### src/rtl/regfile_wb_queue_if.sv
// Writeback request, register-file write and decode-hazard signals between
// the result producers/decode stage and the writeback queue.
interface regfile_wb_queue_if #(
    parameter int DW = 32,
    parameter int AW = 5
);
    logic          mem_valid;
    logic [AW-1:0] mem_addr;
    logic [DW-1:0] mem_data;
    logic          mem_ready;
    logic          alu_valid;
    logic [AW-1:0] alu_addr;
    logic [DW-1:0] alu_data;
    logic          alu_ready;
    logic          D_En;
    logic [AW-1:0] D_Addr;
    logic [DW-1:0] D;
    logic [AW-1:0] rd_addr_s;
    logic [AW-1:0] rd_addr_t;
    logic          hazard_s;
    logic          hazard_t;
    logic          idle;

    modport master (
        output mem_valid, mem_addr, mem_data, alu_valid, alu_addr, alu_data,
               rd_addr_s, rd_addr_t,
        input  mem_ready, alu_ready, D_En, D_Addr, D, hazard_s, hazard_t, idle
    );

    modport slave (
        input  mem_valid, mem_addr, mem_data, alu_valid, alu_addr, alu_data,
               rd_addr_s, rd_addr_t,
        output mem_ready, alu_ready, D_En, D_Addr, D, hazard_s, hazard_t, idle
    );
endinterface

### src/rtl/regfile_wb_queue.sv
// In-order writeback FIFO feeding the register-file write port from the memory
// and ALU result paths, with pending-write hazard reporting for decode.
module regfile_wb_queue #(
    parameter int DEPTH = 4,
    parameter int DW    = 32,
    parameter int AW    = 5
) (
    input logic clk,
    input logic reset,
    regfile_wb_queue_if.slave bus
);
    localparam int PW = $clog2(DEPTH);
    localparam int CW = PW + 1;

    logic [CW-1:0]  r_count;
    logic [PW-1:0]  r_wr_ptr;
    logic [PW-1:0]  r_rd_ptr;
    logic [DEPTH-1:0] r_vld;
    logic [AW-1:0]  r_addr [DEPTH];
    logic [DW-1:0]  r_data [DEPTH];
    logic           r_den;
    logic [AW-1:0]  r_daddr;
    logic [DW-1:0]  r_d;

    logic [CW-1:0]  w_free;
    logic           w_mem_ready;
    logic           w_alu_ready;
    logic           w_push_m;
    logic           w_push_a;
    logic           w_pop;
    logic [PW-1:0]  w_slot_a;
    logic [DEPTH-1:0] w_vld_next;
    logic           w_hit_s;
    logic           w_hit_t;

    // Ready reserves a second slot for the ALU only when mem is also requesting.
    assign w_free      = CW'(DEPTH) - r_count;
    assign w_mem_ready = (w_free >= CW'(1));
    assign w_alu_ready = bus.mem_valid ? (w_free >= CW'(2)) : (w_free >= CW'(1));

    assign w_push_m = bus.mem_valid & w_mem_ready & (bus.mem_addr != '0);
    assign w_push_a = bus.alu_valid & w_alu_ready & (bus.alu_addr != '0);
    assign w_pop    = (r_count != '0);
    assign w_slot_a = w_push_m ? (r_wr_ptr + PW'(1)) : r_wr_ptr;

    always_comb begin
        w_vld_next = r_vld;
        if (w_pop)    w_vld_next[r_rd_ptr] = 1'b0;
        if (w_push_m) w_vld_next[r_wr_ptr] = 1'b1;
        if (w_push_a) w_vld_next[w_slot_a] = 1'b1;
    end

    always_ff @(posedge clk) begin
        if (w_push_m) begin
            r_addr[r_wr_ptr] <= bus.mem_addr;
            r_data[r_wr_ptr] <= bus.mem_data;
        end
        if (w_push_a) begin
            r_addr[w_slot_a] <= bus.alu_addr;
            r_data[w_slot_a] <= bus.alu_data;
        end
    end

    always_ff @(posedge clk or posedge reset) begin
        if (reset) begin
            r_count  <= '0;
            r_wr_ptr <= '0;
            r_rd_ptr <= '0;
            r_vld    <= '0;
            r_den    <= 1'b0;
            r_daddr  <= '0;
            r_d      <= '0;
        end else begin
            r_count  <= r_count + CW'(w_push_m) + CW'(w_push_a) - CW'(w_pop);
            r_wr_ptr <= r_wr_ptr + PW'(w_push_m) + PW'(w_push_a);
            r_rd_ptr <= r_rd_ptr + PW'(w_pop);
            r_vld    <= w_vld_next;
            if (w_pop) begin
                r_den   <= 1'b1;
                r_daddr <= r_addr[r_rd_ptr];
                r_d     <= r_data[r_rd_ptr];
            end else begin
                r_den   <= 1'b0;
            end
        end
    end

    // Only queued entries and the write in flight count; this cycle's requests do not.
    always_comb begin
        w_hit_s = r_den & (r_daddr == bus.rd_addr_s);
        w_hit_t = r_den & (r_daddr == bus.rd_addr_t);
        for (int i = 0; i < DEPTH; i++) begin
            if (r_vld[i] && (r_addr[i] == bus.rd_addr_s)) w_hit_s = 1'b1;
            if (r_vld[i] && (r_addr[i] == bus.rd_addr_t)) w_hit_t = 1'b1;
        end
    end

    assign bus.mem_ready = w_mem_ready;
    assign bus.alu_ready = w_alu_ready;
    assign bus.D_En      = r_den;
    assign bus.D_Addr    = r_daddr;
    assign bus.D         = r_d;
    assign bus.hazard_s  = (bus.rd_addr_s != '0) & w_hit_s;
    assign bus.hazard_t  = (bus.rd_addr_t != '0) & w_hit_t;
    assign bus.idle      = (r_count == '0) & ~r_den;
endmodule

### src/flat_wrapper.sv
// flat-port wrapper written by rule: the top's interface ports become plain ports
module regfile_wb_queue_flat 
#(
    parameter int DEPTH = 4,
    parameter int DW    = 32,
    parameter int AW    = 5
)
  (clk, reset, bus_mem_valid, bus_mem_addr, bus_mem_data, bus_alu_valid, bus_alu_addr, bus_alu_data, bus_rd_addr_s, bus_rd_addr_t, bus_mem_ready, bus_alu_ready, bus_D_En, bus_D_Addr, bus_D, bus_hazard_s, bus_hazard_t, bus_idle);
  regfile_wb_queue_if #(.DW(DW), .AW(AW)) bus_i ();
  input logic clk;
  input logic reset;
  input wire logic [$bits(bus_i.mem_valid)-1:0] bus_mem_valid;
  input wire logic [$bits(bus_i.mem_addr)-1:0] bus_mem_addr;
  input wire logic [$bits(bus_i.mem_data)-1:0] bus_mem_data;
  input wire logic [$bits(bus_i.alu_valid)-1:0] bus_alu_valid;
  input wire logic [$bits(bus_i.alu_addr)-1:0] bus_alu_addr;
  input wire logic [$bits(bus_i.alu_data)-1:0] bus_alu_data;
  input wire logic [$bits(bus_i.rd_addr_s)-1:0] bus_rd_addr_s;
  input wire logic [$bits(bus_i.rd_addr_t)-1:0] bus_rd_addr_t;
  output wire logic [$bits(bus_i.mem_ready)-1:0] bus_mem_ready;
  output wire logic [$bits(bus_i.alu_ready)-1:0] bus_alu_ready;
  output wire logic [$bits(bus_i.D_En)-1:0] bus_D_En;
  output wire logic [$bits(bus_i.D_Addr)-1:0] bus_D_Addr;
  output wire logic [$bits(bus_i.D)-1:0] bus_D;
  output wire logic [$bits(bus_i.hazard_s)-1:0] bus_hazard_s;
  output wire logic [$bits(bus_i.hazard_t)-1:0] bus_hazard_t;
  output wire logic [$bits(bus_i.idle)-1:0] bus_idle;
  assign bus_i.mem_valid = bus_mem_valid;
  assign bus_i.mem_addr = bus_mem_addr;
  assign bus_i.mem_data = bus_mem_data;
  assign bus_i.alu_valid = bus_alu_valid;
  assign bus_i.alu_addr = bus_alu_addr;
  assign bus_i.alu_data = bus_alu_data;
  assign bus_i.rd_addr_s = bus_rd_addr_s;
  assign bus_i.rd_addr_t = bus_rd_addr_t;
  assign bus_mem_ready = bus_i.mem_ready;
  assign bus_alu_ready = bus_i.alu_ready;
  assign bus_D_En = bus_i.D_En;
  assign bus_D_Addr = bus_i.D_Addr;
  assign bus_D = bus_i.D;
  assign bus_hazard_s = bus_i.hazard_s;
  assign bus_hazard_t = bus_i.hazard_t;
  assign bus_idle = bus_i.idle;
  regfile_wb_queue #(.DEPTH(DEPTH), .DW(DW), .AW(AW)) u_core (.clk(clk), .reset(reset), .bus(bus_i));
endmodule
### config.mk
export PLATFORM = sky130hd
export DESIGN_NAME = regfile_wb_queue_flat
export DESIGN_NICKNAME = d
export VERILOG_FILES = /design/src/rtl/regfile_wb_queue_if.sv /design/src/rtl/regfile_wb_queue.sv /design/src/flat_wrapper.sv
export SDC_FILE = /design/constraint.sdc
export NUM_CORES = 1
export LEC_CHECK = 0
export BUFFER_PORTS_ARGS = -buffer_cell sky130_fd_sc_hd__buf_2
export CAP_MARGIN = 20
export CORE_AREA = 3 3 143 145
export DETAILED_ROUTE_END_ITERATION = 12
export DIE_AREA = 0 0 146 148
export HOLD_SLACK_MARGIN = 0.02
export PLACE_DENSITY = 0.72
export SLEW_MARGIN = 25
export SYNTH_ARGS = -nofsm -noshare
export SYNTH_HDL_FRONTEND = slang
export SYNTH_SLANG_ARGS = --single-unit
### constraint.sdc
create_clock -name clk -period 4 [get_ports clk]
set_input_delay 0 -clock clk [delete_from_list [all_inputs] [get_ports clk]]
set_output_delay 0 -clock clk [all_outputs]
set_load 0.01 [all_outputs]
==> key figures <==
Run status
  • Status: completed

Detailed routing
  • # DRC: 0
  • Vias/cell: 5.52
  • Post-route ant nets: 0
  • First drt pass iteration count: 5
  • Iter 0 DRT Violations: 445
  • WL/cell: 20.3 µm
  • DRT Wirelength: 24300 µm
  • DR vias: 6610

STA
  • Tcrit/Tclk final: 95.4%
  • RSZ-0062 raised after global routing: false
  • Tmin final: 3.82 ns
  • Rel. slew slack: 43.1%
  • Final Skew: 0.00928 ns
  • Fin. Hold Viols: 0
  • Tightest Pin Transition: 0.854 ns
  • Setup violators final: 0
  • Setup TNS: 0 ns
  • Achievable Freq: 262 MHz
  • Slew Limit Fails: 0

Layout
  • NumNets Final: 1021
  • Fraction of layout cells with a size suffix above 1: 26.0%
  • Area Overhead vs Synth: 27.4%
  • Fill count: 1394
  • Antenna cells: 0
  • Non-Filler Instances: 1198

Placed design
  • Placed insts: 1051
  • Port bufs: 130
  • Gpl congestion: 1.04
  • Detailed Place HPWL: 14900 µm

Clocking
  • Clock slew seen by the registers of the worst setup and hold paths: 0.06 ns
  • H-Tree Depth: 4
  • Worst-Skew Late Latency: 0.43 ns
  • Worst-case clock buffer depth: 2
  • Clk root buf: clkbuf_16
  • CTS tree: built
  • # clock sinks: 197
  • CTS buffer count: 17

Logic synthesis
  • Synth area leader: edfxtp_1
  • Yosys top cell area share: 44.6%
  • Post-synthesis simple-gate area fraction: 7.16%
  • Synth warn: 0
  • Synthesized cell area: 9970 µm²
  • Post-synth EDFFs: 148
  • Top FF cell, synth: edfxtp_1
  • Seq cells post-synth: 197
  • Synthesized-area fraction occupied by xor and xnor cells: 4.74%
  • Async S/R FF share, synth: 24.9%
  • Largest family of logic cells by synthesized area: multiplexers
  • Post-Synth Adder-Cell Area: 1.86%
  • Post-synthesis sequential area ratio: 56.9%
  • Avg Inst Size Synth: 14.6 µm²
  • Complex-gate fraction of the synthesized area: 1.17%
  • Post-synth net total: 784
  • Largest cells by area after synthesis: edfxtp_1, mux2_1, dfrtp_1
  • Post-Synthesis Cells: 683
  • Netlist cell types: 37
  • Mux contribution to synthesized area: 25.5%

Power and ir drop
  • Pwr/cell area: 745 nW/µm²
  • Leakage power: 0.00505 µW
  • Overall Power: 9470 µW
  • Peak supply drop: 0.571 mV

Worst setup path
  • Setup CP Type: register to register
  • Worst setup EP type: register
  • R2R cell count: 11
  • Worst Path Arrival: 4.00 ns
  • Worst Setup Start Kind: register
  • CP max FO: 23
  • WP data required: 4.18 ns

Global routing
  • Global-route wire length before repair: 39200 µm
  • Vias in the first global route: 7164
  • Total grt overflow: 0
  • GRT Overall Usage: 23.4%
  • Initial antenna violation count: 0
  • Largest net degree at the start of global routing: 50

Floorplanning
  • Row cnt: 51
  • Initial core utilization: 51.6%
  • I/O Pins: 131
  • Die W: 146 µm
  • Die H: 148 µm
  • Core ar.: 19300 µm²
  • Die area: 21600 µm²

Min path
  • HP Class: primary input to register
  • Worst hold path stage count: 5

Job
  • Maximum Capacitance Violations: 0
-- cells in the mapped netlist (3+ instances only) --
library cell,count
clkbuf_1,17
nand2_1,121
fa_1,3
nor3_1,3
mux4_2,37
buf_4,3
dfrtp_1,49
xnor2_1,11
xor2_1,43
nor4_1,10
buf_2,9
edfxtp_1,148
buf_6,5
ha_1,10
inv_1,12
mux2_1,140
mux2_4,8
nand3_1,16
or4_1,3
buf_1,10
nor3_2,3
-- path summary, 6_finish.rpt --
kind	start	endpoint	slack (ns)
min in group asynchronous	reset	u_core.bus.D[24]	0.33
min reg2reg	u_core.bus.D[1]	u_core.bus.D[1]	0.46
max reg2reg	u_core.r_count[0]	u_core.r_data[2][5]	0.18
max in group asynchronous	reset	u_core.r_rd_ptr[0]	3.13
max	u_core.r_count[0]	u_core.r_data[2][5]	0.18
min	bus_mem_valid	u_core.r_vld[3]	0.21
-- through the flow --
stage                     area [µm²]  utilization (%)  hold WS [ns]  setup WS (ns)
after floorplan                 9970                -         0.201          0.452
after global placement         10900             56.5         0.223          0.720
after detailed placement       10900             56.5         0.245          0.571
after CTS                      12600             65.4         0.185         0.0232
after global routing           12700             65.7         0.236         0.0210
final                          12700             65.7         0.210          0.184
-- cell usage in the layout, fill, tap and decap left out, types with 2 or more instances in the layout --
cell type / netlist / layout
edfxtp_1: 148 / 148
mux2_1: 140 / 140
buf_2: 9 / 130
nand2_1: 121 / 118
dlygate4sd3_1: 0 / 112
dfrtp_1: 49 / 47
xor2_1: 43 / 43
mux4_2: 37 / 37
clkbuf_16: 0 / 17
nand3_1: 16 / 16
buf_4: 3 / 12
xnor2_1: 11 / 11
inv_1: 12 / 10
nor4_1: 10 / 10
ha_1: 10 / 9
mux2_4: 8 / 8
clkbuf_1: 17 / 4
clkbuf_8: 0 / 4
buf_6: 5 / 4
inv_2: 1 / 3
or4_1: 3 / 3
nor3_1: 3 / 3
nor3_2: 3 / 3
fa_1: 3 / 3
buf_12: 0 / 3
nor2b_1: 2 / 2
o21a_4: 0 / 2
a221o_1: 2 / 2
nand2_2: 0 / 2
a21o_2: 0 / 2
o22a_1: 2 / 2
bufinv_16: 0 / 2
clkinvlp_4: 0 / 2
dfrtp_4: 0 / 2
-- where the power goes --
| group | total [µW] | switching, µW | internal [µW] | leakage, µW |
|---|---|---|---|---|
| clock network | 1710 | 716 | 991 | 0.000284 |
| logic | 3750 | 1940 | 1810 | 0.00282 |
| registers | 4010 | 640 | 3370 | 0.00195 |
| total | 9470 | 3300 | 6170 | 0.00505 |
-- critical path: stages (launching register included) --
cell	delay, ns
dfrtp_1	0.40
inv_1	0.11
ha_1	0.22
ha_2	0.32
or4b_1	0.51
o211ai_4	0.17
inv_2	0.17
and3_1	0.24
o21ai_4	0.22
buf_8	0.27
mux2_1	0.36
dlygate4sd3_1	0.56
-- state kept, by name, indices dropped and copies added, names as in the netlist --
| signal | flops |
|---|---|
| u_core.r_rd_ptr | 2 |
| u_core.r_addr | 20 |
| u_core.bus.D | 32 |
| u_core.r_vld | 4 |
| u_core.r_count | 3 |
| u_core.r_data | 128 |
| u_core.bus.D_Addr | 5 |
| u_core.r_wr_ptr | 2 |
| u_core.bus.D_En | 1 |
-- cells by family (layout without fill, tap and decap cells) --
logic type	Yosys count	count (layout)
AOI/OAI and AO/OA	13	13
adders and majority gates	13	13
xor gates and xnor gates	54	54
DFF	197	197
and+or+nand+nor	163	163
muxes	186	186
buffers and inverters	57	307
-- routing by layer --
layer	wire length (µm)	track usage (%)	part of all wire, %	up-vias
li1	-	-	-	2993
met1	9980	30.0	41	3343
met2	12600	41.0	52	237
met3	1400	4.14	5.7	37
met4	370	6.96	1.5	0
met5	0	0	0	-
-- final cells by class --
| cell class | count | area, µm² | area share (%) |
|---|---|---|---|
| timing repair buffer | 262 | 1980 | 15.6 |
| clock buffer | 25 | 495 | 3.90 |
| sequential | 197 | 5680 | 44.7 |
| inverter | 13 | 48.8 | 0.384 |
| tap | 265 | 332 | 2.61 |
| multi-input combinational | 429 | 4070 | 32.1 |
| clock inverter | 7 | 97.6 | 0.768 |
-- what timing repair did --
| item | in CTS | in global routing |
|---|---|---|
| hold buffers | 112 | 0 |
| hold endpoints to repair | 197 | 0 |
| resized for setup | 0 | 9 |
| setup endpoints to repair | 0 | 27 |
| buffers inserted | 0 | 3 |
Power figures use the tool's default switching activity.
